### src/rtl/calc_pkg.sv
// Shared types and widths for the calc1 port driver.
package calc_pkg;

   localparam int unsigned CALC_DATA_W = 32;
   localparam int unsigned CALC_CMD_W  = 4;
   localparam int unsigned CALC_RESP_W = 2;

   typedef enum logic [CALC_CMD_W-1:0] {
      CMD_NOP = 4'd0,
      CMD_ADD = 4'd1,
      CMD_SUB = 4'd2,
      CMD_SHL = 4'd5,
      CMD_SHR = 4'd6
   } cmd_e;

   typedef enum logic [CALC_RESP_W-1:0] {
      RESP_NONE    = 2'd0,
      RESP_OK      = 2'd1,
      RESP_OFLOW   = 2'd2,
      RESP_INVALID = 2'd3
   } resp_e;

   typedef enum logic [2:0] {
      ST_IDLE      = 3'd0,
      ST_SEND_OP1  = 3'd1,
      ST_SEND_OP2  = 3'd2,
      ST_WAIT_RESP = 3'd3,
      ST_DONE      = 3'd4
   } drv_state_e;

endpackage

### src/rtl/calc_port_driver_if.sv
// Host-side request/response handshake bundle for calc_port_driver.
interface calc_port_driver_if #(
   parameter int unsigned TAG_W = 4
) ();
   import calc_pkg::*;

   logic                   req_valid;
   logic                   req_ready;
   logic [CALC_CMD_W-1:0]  req_cmd;
   logic [CALC_DATA_W-1:0] req_op1;
   logic [CALC_DATA_W-1:0] req_op2;
   logic [TAG_W-1:0]       req_tag;

   logic                   rsp_valid;
   logic                   rsp_ready;
   logic [CALC_RESP_W-1:0] rsp_resp;
   logic [CALC_DATA_W-1:0] rsp_data;
   logic [TAG_W-1:0]       rsp_tag;
   logic                   rsp_timeout;

   // Host side: issues requests, consumes results.
   modport master (
      output req_valid, req_cmd, req_op1, req_op2, req_tag, rsp_ready,
      input  req_ready, rsp_valid, rsp_resp, rsp_data, rsp_tag, rsp_timeout
   );

   // Driver side.
   modport slave (
      input  req_valid, req_cmd, req_op1, req_op2, req_tag, rsp_ready,
      output req_ready, rsp_valid, rsp_resp, rsp_data, rsp_tag, rsp_timeout
   );

endinterface

### src/rtl/calc_drv_timer.sv
// Wait-for-response timer: cleared by load, counts while tick is high,
// expired is a registered flag that is set while the count equals TIMEOUT_CYCLES-1.
module calc_drv_timer #(
   parameter int unsigned TIMEOUT_CYCLES = 16
) (
   input  logic c_clk,
   input  logic reset,
   input  logic load,
   input  logic tick,
   output logic expired
);

   localparam int unsigned CNT_W = $clog2(TIMEOUT_CYCLES + 1);

   logic [CNT_W-1:0] cnt_q;
   logic [CNT_W-1:0] cnt_inc_c;

   assign cnt_inc_c = cnt_q + CNT_W'(1);

   // Count register with expiry flag tracking the value being loaded.
   always_ff @(posedge c_clk) begin
      if (reset) begin
         cnt_q   <= '0;
         expired <= 1'b0;
      end else if (load) begin
         cnt_q   <= '0;
         expired <= (TIMEOUT_CYCLES == 1);
      end else if (tick) begin
         cnt_q   <= cnt_inc_c;
         expired <= (cnt_inc_c == CNT_W'(TIMEOUT_CYCLES - 1));
      end
   end

endmodule

### src/rtl/calc_port_driver.sv
// Upstream request driver for one calc1 port: serialises {cmd,op1,op2} onto the
// two-cycle calc1 protocol, waits for out_resp and returns {resp,data,tag}.
// Optional wait-for-response timeout: define CALC_DRV_TIMEOUT_EN.
module calc_port_driver
   import calc_pkg::*;
#(
   parameter int unsigned TAG_W          = 4,
   parameter int unsigned TIMEOUT_CYCLES = 16
) (
   input  logic                   c_clk,
   input  logic                   reset,
   calc_port_driver_if.slave      host,
   output logic [CALC_CMD_W-1:0]  dut_cmd,
   output logic [CALC_DATA_W-1:0] dut_data,
   input  logic [CALC_RESP_W-1:0] dut_resp,
   input  logic [CALC_DATA_W-1:0] dut_rdata,
   output logic                   err_spurious
);

   if (TIMEOUT_CYCLES == 0) begin : g_bad_timeout
      $error("calc_port_driver: TIMEOUT_CYCLES must be nonzero");
   end

   drv_state_e             state_q, state_d;

   logic [CALC_CMD_W-1:0]  cmd_q;
   logic [CALC_DATA_W-1:0] op2_q;
   logic [TAG_W-1:0]       tag_q;

   logic                   req_ready_q,   req_ready_d;
   logic                   rsp_valid_q,   rsp_valid_d;
   logic [CALC_RESP_W-1:0] rsp_resp_q,    rsp_resp_d;
   logic [CALC_DATA_W-1:0] rsp_data_q,    rsp_data_d;
   logic [TAG_W-1:0]       rsp_tag_q,     rsp_tag_d;
   logic                   rsp_timeout_q, rsp_timeout_d;
   logic [CALC_CMD_W-1:0]  dut_cmd_q,     dut_cmd_d;
   logic [CALC_DATA_W-1:0] dut_data_q,    dut_data_d;
   logic                   err_spur_q,    err_spur_d;

   logic                   accept_c;
   logic                   tmr_expired;

   assign accept_c = host.req_valid && req_ready_q;

`ifdef CALC_DRV_TIMEOUT_EN
   logic tmr_load_c;
   logic tmr_tick_c;

   assign tmr_load_c = (state_q == ST_SEND_OP2) && (cmd_q != CMD_NOP);
   assign tmr_tick_c = (state_q == ST_WAIT_RESP);

   calc_drv_timer #(
      .TIMEOUT_CYCLES (TIMEOUT_CYCLES)
   ) u_timer (
      .c_clk   (c_clk),
      .reset   (reset),
      .load    (tmr_load_c),
      .tick    (tmr_tick_c),
      .expired (tmr_expired)
   );
`else
   assign tmr_expired = 1'b0;
`endif

   // Next state and next registered outputs.
   always_comb begin
      state_d       = state_q;
      req_ready_d   = 1'b0;
      rsp_valid_d   = rsp_valid_q;
      rsp_resp_d    = rsp_resp_q;
      rsp_data_d    = rsp_data_q;
      rsp_tag_d     = rsp_tag_q;
      rsp_timeout_d = rsp_timeout_q;
      dut_cmd_d     = '0;
      dut_data_d    = '0;
      err_spur_d    = err_spur_q;

      case (state_q)
         ST_IDLE: begin
            if (accept_c) begin
               state_d    = ST_SEND_OP1;
               dut_cmd_d  = host.req_cmd;
               dut_data_d = host.req_op1;
            end
         end
         ST_SEND_OP1: begin
            state_d    = ST_SEND_OP2;
            dut_data_d = op2_q;
         end
         ST_SEND_OP2: begin
            if (cmd_q == CMD_NOP) begin
               // NOP gets no answer from calc1; complete locally.
               state_d       = ST_DONE;
               rsp_valid_d   = 1'b1;
               rsp_resp_d    = RESP_NONE;
               rsp_data_d    = '0;
               rsp_tag_d     = tag_q;
               rsp_timeout_d = 1'b0;
            end else begin
               state_d = ST_WAIT_RESP;
            end
         end
         ST_WAIT_RESP: begin
            // A response wins over a timeout expiring in the same cycle.
            if (dut_resp != RESP_NONE) begin
               state_d       = ST_DONE;
               rsp_valid_d   = 1'b1;
               rsp_resp_d    = dut_resp;
               rsp_data_d    = (dut_resp == RESP_OK) ? dut_rdata : '0;
               rsp_tag_d     = tag_q;
               rsp_timeout_d = 1'b0;
            end else if (tmr_expired) begin
               state_d       = ST_DONE;
               rsp_valid_d   = 1'b1;
               rsp_resp_d    = RESP_NONE;
               rsp_data_d    = '0;
               rsp_tag_d     = tag_q;
               rsp_timeout_d = 1'b1;
            end
         end
         ST_DONE: begin
            if (rsp_valid_q && host.rsp_ready) begin
               state_d     = ST_IDLE;
               rsp_valid_d = 1'b0;
            end
         end
         default: begin
            state_d = ST_IDLE;
         end
      endcase

      req_ready_d = (state_d == ST_IDLE);

      if ((dut_resp != RESP_NONE) && (state_q != ST_WAIT_RESP)) begin
         err_spur_d = 1'b1;
      end
   end

   // State and output registers.
   always_ff @(posedge c_clk) begin
      if (reset) begin
         state_q       <= ST_IDLE;
         req_ready_q   <= 1'b0;
         rsp_valid_q   <= 1'b0;
         rsp_resp_q    <= '0;
         rsp_data_q    <= '0;
         rsp_tag_q     <= '0;
         rsp_timeout_q <= 1'b0;
         dut_cmd_q     <= '0;
         dut_data_q    <= '0;
         err_spur_q    <= 1'b0;
      end else begin
         state_q       <= state_d;
         req_ready_q   <= req_ready_d;
         rsp_valid_q   <= rsp_valid_d;
         rsp_resp_q    <= rsp_resp_d;
         rsp_data_q    <= rsp_data_d;
         rsp_tag_q     <= rsp_tag_d;
         rsp_timeout_q <= rsp_timeout_d;
         dut_cmd_q     <= dut_cmd_d;
         dut_data_q    <= dut_data_d;
         err_spur_q    <= err_spur_d;
      end
   end

   // Transaction capture at handshake.
   always_ff @(posedge c_clk) begin
      if (reset) begin
         cmd_q <= '0;
         op2_q <= '0;
         tag_q <= '0;
      end else if (accept_c) begin
         cmd_q <= host.req_cmd;
         op2_q <= host.req_op2;
         tag_q <= host.req_tag;
      end
   end

   assign host.req_ready   = req_ready_q;
   assign host.rsp_valid   = rsp_valid_q;
   assign host.rsp_resp    = rsp_resp_q;
   assign host.rsp_data    = rsp_data_q;
   assign host.rsp_tag     = rsp_tag_q;
   assign host.rsp_timeout = rsp_timeout_q;
   assign dut_cmd          = dut_cmd_q;
   assign dut_data         = dut_data_q;
   assign err_spurious     = err_spur_q;

endmodule

### src/flat_wrapper.sv
// flat-port wrapper written by rule: the top's interface ports become plain ports
module calc_port_driver_flat import calc_pkg::*;
#(
   parameter int unsigned TAG_W          = 4,
   parameter int unsigned TIMEOUT_CYCLES = 16
)
  (c_clk, reset, dut_cmd, dut_data, dut_resp, dut_rdata, err_spurious, host_req_valid, host_req_cmd, host_req_op1, host_req_op2, host_req_tag, host_rsp_ready, host_req_ready, host_rsp_valid, host_rsp_resp, host_rsp_data, host_rsp_tag, host_rsp_timeout);
  calc_port_driver_if #(.TAG_W(TAG_W)) host_i ();
  input  logic c_clk;
  input  logic reset;
  output logic [CALC_CMD_W-1:0] dut_cmd;
  output logic [CALC_DATA_W-1:0] dut_data;
  input  logic [CALC_RESP_W-1:0] dut_resp;
  input  logic [CALC_DATA_W-1:0] dut_rdata;
  output logic err_spurious;
  input wire logic [$bits(host_i.req_valid)-1:0] host_req_valid;
  input wire logic [$bits(host_i.req_cmd)-1:0] host_req_cmd;
  input wire logic [$bits(host_i.req_op1)-1:0] host_req_op1;
  input wire logic [$bits(host_i.req_op2)-1:0] host_req_op2;
  input wire logic [$bits(host_i.req_tag)-1:0] host_req_tag;
  input wire logic [$bits(host_i.rsp_ready)-1:0] host_rsp_ready;
  output wire logic [$bits(host_i.req_ready)-1:0] host_req_ready;
  output wire logic [$bits(host_i.rsp_valid)-1:0] host_rsp_valid;
  output wire logic [$bits(host_i.rsp_resp)-1:0] host_rsp_resp;
  output wire logic [$bits(host_i.rsp_data)-1:0] host_rsp_data;
  output wire logic [$bits(host_i.rsp_tag)-1:0] host_rsp_tag;
  output wire logic [$bits(host_i.rsp_timeout)-1:0] host_rsp_timeout;
  assign host_i.req_valid = host_req_valid;
  assign host_i.req_cmd = host_req_cmd;
  assign host_i.req_op1 = host_req_op1;
  assign host_i.req_op2 = host_req_op2;
  assign host_i.req_tag = host_req_tag;
  assign host_i.rsp_ready = host_rsp_ready;
  assign host_req_ready = host_i.req_ready;
  assign host_rsp_valid = host_i.rsp_valid;
  assign host_rsp_resp = host_i.rsp_resp;
  assign host_rsp_data = host_i.rsp_data;
  assign host_rsp_tag = host_i.rsp_tag;
  assign host_rsp_timeout = host_i.rsp_timeout;
  calc_port_driver #(.TAG_W(TAG_W), .TIMEOUT_CYCLES(TIMEOUT_CYCLES)) u_core (.c_clk(c_clk), .reset(reset), .host(host_i), .dut_cmd(dut_cmd), .dut_data(dut_data), .dut_resp(dut_resp), .dut_rdata(dut_rdata), .err_spurious(err_spurious));
endmodule
### config.mk
export PLATFORM = sky130hd
export DESIGN_NAME = calc_port_driver_flat
export DESIGN_NICKNAME = d
export VERILOG_FILES = /design/src/rtl/calc_pkg.sv /design/src/rtl/calc_port_driver_if.sv /design/src/rtl/calc_drv_timer.sv /design/src/rtl/calc_port_driver.sv /design/src/flat_wrapper.sv
export SDC_FILE = /design/constraint.sdc
export NUM_CORES = 1
export LEC_CHECK = 0
export CAP_MARGIN = 20
export CELL_PAD_IN_SITES_DETAIL_PLACEMENT = 1
export CELL_PAD_IN_SITES_GLOBAL_PLACEMENT = 1
export CORE_MARGIN = 4
export CORE_UTILIZATION = 28
export CTS_BUF_LIST = sky130_fd_sc_hd__clkbuf_8
export DETAILED_ROUTE_END_ITERATION = 10
export GPL_TIMING_DRIVEN = 0
export PLACE_DENSITY = 0.81
export SYNTH_ARGS = -nofsm -noshare
export SYNTH_HDL_FRONTEND = slang
export SYNTH_SLANG_ARGS = --single-unit
### constraint.sdc
create_clock -name c_clk -period 1.5 [get_ports c_clk]
set_clock_uncertainty 0.05 [all_clocks]
set_input_delay 0.3 -clock c_clk [delete_from_list [all_inputs] [get_ports c_clk]]
set_output_delay 0.3 -clock c_clk [all_outputs]
set_load 0.005 [all_outputs]
==> results.cfg <==
[floorplan]
fp-row-count = 43
die_area_um2 = 16530
die_w_um = 128.6
start_util_pct = 28.99
pin_count = 188
coreArea_um2 = 14040
dieHeight_um = 128.6

[detailed_routing]
drt_iter0_drc = 147
postRouteWirelength_um = 14270
wl_per_cell_um = 17.13
ant_nets = 0
drt_drc_violations_left = 0
vias = 3911
drt-vias-per-instance = 4.695
dr.pass1.iters = 4

[finish]
nets = 750
syn_to_final_growth_pct = 64.75
stdcell_count = 833
drive_gt1_share_pct = 14.40
insertedDiodeCount = 0
fillers = 1603

[placement]
place_inst = 795
dp_hpwl_um = 10730
dpl_worst_slack_ns = -0.9307
gp_congestion = 0.8282
io_buffers = 186

[sta]
timing.final.crit_share_pct = 101.4
hold_violations = 0
worst_slack_ns = -0.02130
rsz0062_at_grt = yes
drv_slew = 0
post-route-min-period_ns = 1.521
setup_viol = 4
clock.fmax_mhz = 657.3

[synthesis]
syn_inst = 429
synth_common_cells = dfxtp_1 (120), nand2_1 (84), a21oi_1 (44), nor2_1 (43), a22oi_1 (35)
ys_ff_latch = 120
yosys_warnings = 0
synth_flop_cell = dfxtp_1
synth_sequential_area_ratio_pct = 59.00
synth.cell_area_um2 = 4071
yosysMostFrequentCell = dfxtp_1
synth.net_count = 539
synth.distinct_cells = 32
yosys-top-cells-area = dfxtp_1 (59%), nand2_1 (7.7%), a22o_1 (6.9%)
syn_area_per_cell_um2 = 9.490
yosys.area.top_type_share_pct = 59.00
synth_area_leader_cell = dfxtp_1
synth_edf_count = 0
async_flop_share_pct = 0

[clock_network]
h-tree-depth = 4
cts_buffer_depth = 2
cts-root-buf = clkbuf_8
cts_sinks = 120
cts_hold_buf = 0
cts_buffers = 17
clk_pin_slew_ns = 0.07
insertion_delay_ns = 0.43
cts_tree = yes

[critical_path]
start_kind = flip-flop
crit_chain = or3b_4 -> o211ai_4 -> nor2b_4 -> buf_6 -> a22o_1
path_max_fanout = 10
worst-endpoint-arrival_ns = 1.83
critPathKind = flip-flop to flip-flop
cp.required_ns = 1.81
cp_top_family = simple AND/OR/NAND/NOR gates
critPathSlowestCell = or3b_4
critPathBufInv = 1
slowest_delay_ns = 0.39
cp-end-kind = flip-flop

[global_routing]
grt_pass1_wl_um = 22090
grt_pass1_vias = 4287
overflow = 0
grtUsageTotal_pct = 17.14
antenna_found_initial = 0
grt_max_degree = 17

[power_and_ir_drop]
powerDensity_nw_per_um2 = 1100
p_leak_uw = 0.002960
ir_worst_vdd_v = 0.0004745

[run_status]
failed_checks = negative setup slack
outcome = finished, violations left

[min_path]
min_path_type = input pin to flip-flop

[flow_run]
cap_viol_max_count = 0
## worst min-delay path, cell delays in order
cell            delay (ns)
dlymetal6s2s_1        0.19
inv_1                 0.13
o32ai_1               0.09
## layout by cell type (no fill, tap or decap), types with 5 or more instances in the layout
cell type and n:
clkbuf_4 6, buf_4 11, nor2_1 42, clkbuf_2 11, dfxtp_2 10, dlygate4sd2_1 77, clkbuf_8 18, clkdlybuf4s50_1 107
a22oi_1 30, inv_1 5, a21oi_1 44, nand2_1 83, clkbuf_1 5, buf_6 6, a22oi_2 5, dfxtp_1 108
o21ai_0 5, a22o_1 32
## report_power, final
part / switching [uW] / leakage [uW] / internal [uW] / total, uW
logic: 429 / 0.00177 / 503 / 931
registers: 66.8 / 0.000980 / 3300 / 3370
clock network: 1290 / 0.000210 / 1780 / 3080
total: 1790 / 0.00296 / 5590 / 7380
## logic make-up (layout without fill, tap and decap cells)
group | after synthesis | in the layout | share of synthesized area, %
simple gates | 146 | 146 | 15.43
compound gates | 119 | 119 | 20.07
buf+inv | 39 | 263 | 4.425
flops | 120 | 120 | 59.00
mux | 4 | 4 | 0.9834
other cells | 1 | 1 | 0.09211
## stage by stage
| step | instance area, um^2 | total power (uW) | hold slack (ns) | utilization, % | TNS (ns) |
|---|---|---|---|---|---|
| finish | 6708 | 7378 | 0.2868 | 47.77 | -0.04950 |
| global route | 6708 | 7710 | 0.2840 | 47.77 | -1.676 |
| floorplan | 4100 | 3791 | 0.3784 | - | -2.288 |
| detailed placement | 6187 | 4339 | 0.4030 | 44.06 | -76.71 |
| global placement | 6187 | 4306 | 0.3948 | 44.06 | -73.36 |
| CTS | 6636 | 7434 | 0.3366 | 47.26 | -1.932 |
## cell type report
| class | count | area [um^2] | area share (%) |
|---|---|---|---|
| inverter | 3 | 11.26 | 0.1679 |
| buffer | 32 | 214.0 | 3.190 |
| multi-input combinational | 270 | 1565 | 23.34 |
| clock inverter | 15 | 186.4 | 2.779 |
| tap | 180 | 225.2 | 3.358 |
| clock buffer | 17 | 234.0 | 3.488 |
| sequential | 120 | 2422 | 36.11 |
| timing repair buffer | 196 | 1849 | 27.57 |
## registers in the layout, indices dropped and copies added, names as in the netlist
name                   count
u_core.state_q             3
u_core.err_spurious        1
u_core.dut_cmd             4
u_core.host.rsp_tag        4
u_core.op2_q              32
u_core.host.req_ready      1
u_core.host.rsp_resp       2
u_core.tag_q               4
u_core.host.rsp_data      32
u_core.dut_data           32
u_core.cmd_q               4
u_core.host.rsp_valid      1
## worst paths after layout
path	startpoint	end	slack, ns	cells after the start
worst min register to register	u_core.tag_q[0]	u_core.tag_q[0]	0.41	2
worst min-delay path	dut_resp[1]	u_core.host.rsp_resp[1]	0.29	3
worst max-delay path	u_core.state_q[0]	u_core.host.rsp_data[14]	-0.02	5
worst max register to register	u_core.state_q[0]	u_core.host.rsp_data[14]	-0.02	5
## layer usage
layer	wire length (um)	track usage [%]	up-vias
met5	0	0	-
met4	133	4.941	0
met3	1144	6.517	11
met2	7038	29.70	142
met1	5952	19.74	1855
li1	-	-	1903
## what timing repair did
item,4_1_cts,5_1_grt
setup buffers,10,0
gates resized for setup,111,42
pin swaps,4,1
setup endpoints to repair,193,102
Note: power is estimated with default switching activity, not from simulation.
==> edit (same settings) <==
`dut_data_q` no longer has a reset.
--- a/src/rtl/calc_port_driver.sv
+++ b/src/rtl/calc_port_driver.sv
@@ -148,5 +148,4 @@
          rsp_timeout_q <= 1'b0;
          dut_cmd_q     <= '0;
-         dut_data_q    <= '0;
          err_spur_q    <= 1'b0;
       end else begin
@@ -159,7 +158,10 @@
          rsp_timeout_q <= rsp_timeout_d;
          dut_cmd_q     <= dut_cmd_d;
-         dut_data_q    <= dut_data_d;
          err_spur_q    <= err_spur_d;
       end
+   end
+
+   always_ff @(posedge c_clk) begin
+      dut_data_q <= dut_data_d;
    end
 
Formal check against the unedited RTL: differs if reset is asserted again (counterexample within 4 cycles, from zero or initial values and one cycle with reset high); with reset held inactive, the same outputs for 10 cycles.
==> edit against the original RTL <==
- the run still ends with negative setup slack left
- worst hold slack better by 0.047 ns
- non-clock buffer count up 4
- critical endpoint is now u_core.host.rsp_data[7]
- wire length increased by 5.3%
- final area is 1.9% higher
- final cell count increased by 4.1%
- count of clock-buffer cells in the layout increased by 1
- worst setup slack got worse by 0.14 ns
- synthesized area grew 4.4%
- total power decreased by 2.1%
- sequential cell count unchanged
==> edit: results (changes against the original RTL) <==
- Worst hold start: reset
- Outcome: complete, but fails checks
- Register area: 2420 um^2 (-0.21%)
- M3 GR Usage: 5.20% (-1.3 points)
- DRT iter0 DRCs: 139 (-5.4%)
- WL per Instance: 17.3 um (+1.1%)
- Critical path's slowest cell: nor4_4
- Nets: 780 (+4.0%)
- Most frequent cells after synthesis: dfxtp_1, nand2_1, a21oi_1
- Post-Syn Instances: 457 (+6.5%)
- Met2 Use GR: 31.0% (+1.3 points)
- VDD IR max: 0.498 mV (+5.0%)
- Sequential area share after synthesis: 56.5% (-2.5 points)
- Crit path launch: u_core.cmd_q[3]
- Global placement routability congestion: 0.782 (-5.6%)
- Setup ws final: -0.162 ns (-0.141 ns)
- Switching share of power: 25.6% (+1.4 points)
- Vias per inst: 4.72 (+0.48%)
- Hpwl dp: 11,200 um (+4.8%)
- Vias in the first global route: 4,585 (+7.0%)
- Cell count after placement: 826 (+3.9%)
- First-pass GRT wire length: 23,700 um (+7.3%)
- Remaining antenna violation count after routing: 0 (unchanged)
- Final setup vio count: 40 (+36)
- Layout fillers: 1,717 (+7.1%)
- Post-route insts no fill: 867 (+4.1%)
- Post-synth cell types: 33 (+3.1%)
- Synth area leaders: dfxtp_1, nand2_1, a21oi_1, a22o_1, nand3b_1
- GRT Total Usage: 17.2% (+0.098 points)
- Crit path arrival time: 1.94 ns (+0.11 ns)
- Failing checks: negative setup slack
- Port Buffers: 185 (-0.54%)
- M1 GR Usage: 19.0% (-0.71 points)
- Fraction of layout cells with a size suffix above 1: 14.5% (+0.10 points)
- LEAKAGE: 2.94 nW (-0.62%)
-- edit: cell types whose count changed in the layout (fill, tap and decap cells not counted), sizes merged, moves of 9 or more --
cell / before / now
a21oi: 44 / 76
a22oi: 35 / 2
buf: 19 / 28
nand2: 84 / 118
nand3b: 0 / 32
nor2: 43 / 10
-- edit: cells by family (layout without fill, tap and decap cells) --
group / Yosys count / in the layout / share of synthesized area [%]
AND/OR/NAND/NOR: 177 / 177 / 20.3
buffers and inverters: 40 / 266 / 4.92
AO/OA/AOI/OAI: 115 / 115 / 17.2
multiplexers: 4 / 4 / 0.942
other: 1 / 1 / 0.0883
flip-flops: 120 / 120 / 56.5
-- edit: area by class of cell --
class | instances | area share (%)
inverters | 2 | 0.110
plain buffers | 36 | 3.31
repair buffers | 196 | 27.2
clock buffers | 18 | 3.63
well taps | 184 | 3.37
clock inverters | 14 | 1.96
flip-flops and latches | 120 | 35.4
multi-input cells | 297 | 25.1
-- edit: what timing repair did --
| item | in CTS | in global routing |
|---|---|---|
| endpoints found under the setup margin | 189 | 89 |
| endpoints found under the hold margin | 0 | 0 |
| pin swaps | 7 | 5 |
| gates cloned | 1 | 0 |
| gates resized for setup | 116 | 28 |
| buffers inserted | 8 | 3 |
-- edit: worst paths after layout --
| path | to | slack, ns | depth (start not counted) |
|---|---|---|---|
| setup / recovery | u_core.host.rsp_data[7] | -0.16 | 6 |
| hold / removal | u_core.state_q[0] | 0.33 | 3 |
| setup reg to reg | u_core.host.rsp_data[7] | -0.16 | 6 |
| hold reg to reg | u_core.err_spurious | 0.40 | 2 |
-- edit: through the flow --
stage / hold slack (ns) / TNS [ns] / worst slack [ns]
2_1_floorplan: 0.372 / -4.31 / -0.141
3_3_place_gp: 0.393 / -72.58 / -0.742
3_5_place_dp: 0.399 / -75.64 / -0.819
4_1_cts: 0.318 / -5.02 / -0.178
5_1_grt: 0.314 / -7.65 / -0.223
6_report: 0.334 / -5.09 / -0.162
-- edit: power groups by stage --
| stage | logic [mW] | clock network [mW] | registers (mW) |
|---|---|---|---|
| 6_report | 1.00 | 2.82 | 3.40 |
| 2_1_floorplan | 0.385 | 0 | 3.47 |
| 4_1_cts | 0.999 | 2.92 | 3.40 |
| 5_1_grt | 1.10 | 3.06 | 3.41 |
| 3_3_place_gp | 0.954 | 0 | 3.46 |
| 3_5_place_dp | 0.981 | 0 | 3.47 |
-- edit: metal layers --
metal	share of wire [%]	vias up
met4	2.8	0
li1	-	1982
met1	41	1956
met3	5.1	27
met5	0	-
met2	51	125
-- edit: worst reg2reg max path, stage by stage, from the launching register on --
cell and delay, ns:
dfxtp_2 0.34, nor4_4 0.36, o2111ai_4 0.15, nor2b_4 0.17, buf_12 0.14, buf_8 0.13
a22o_1 0.21
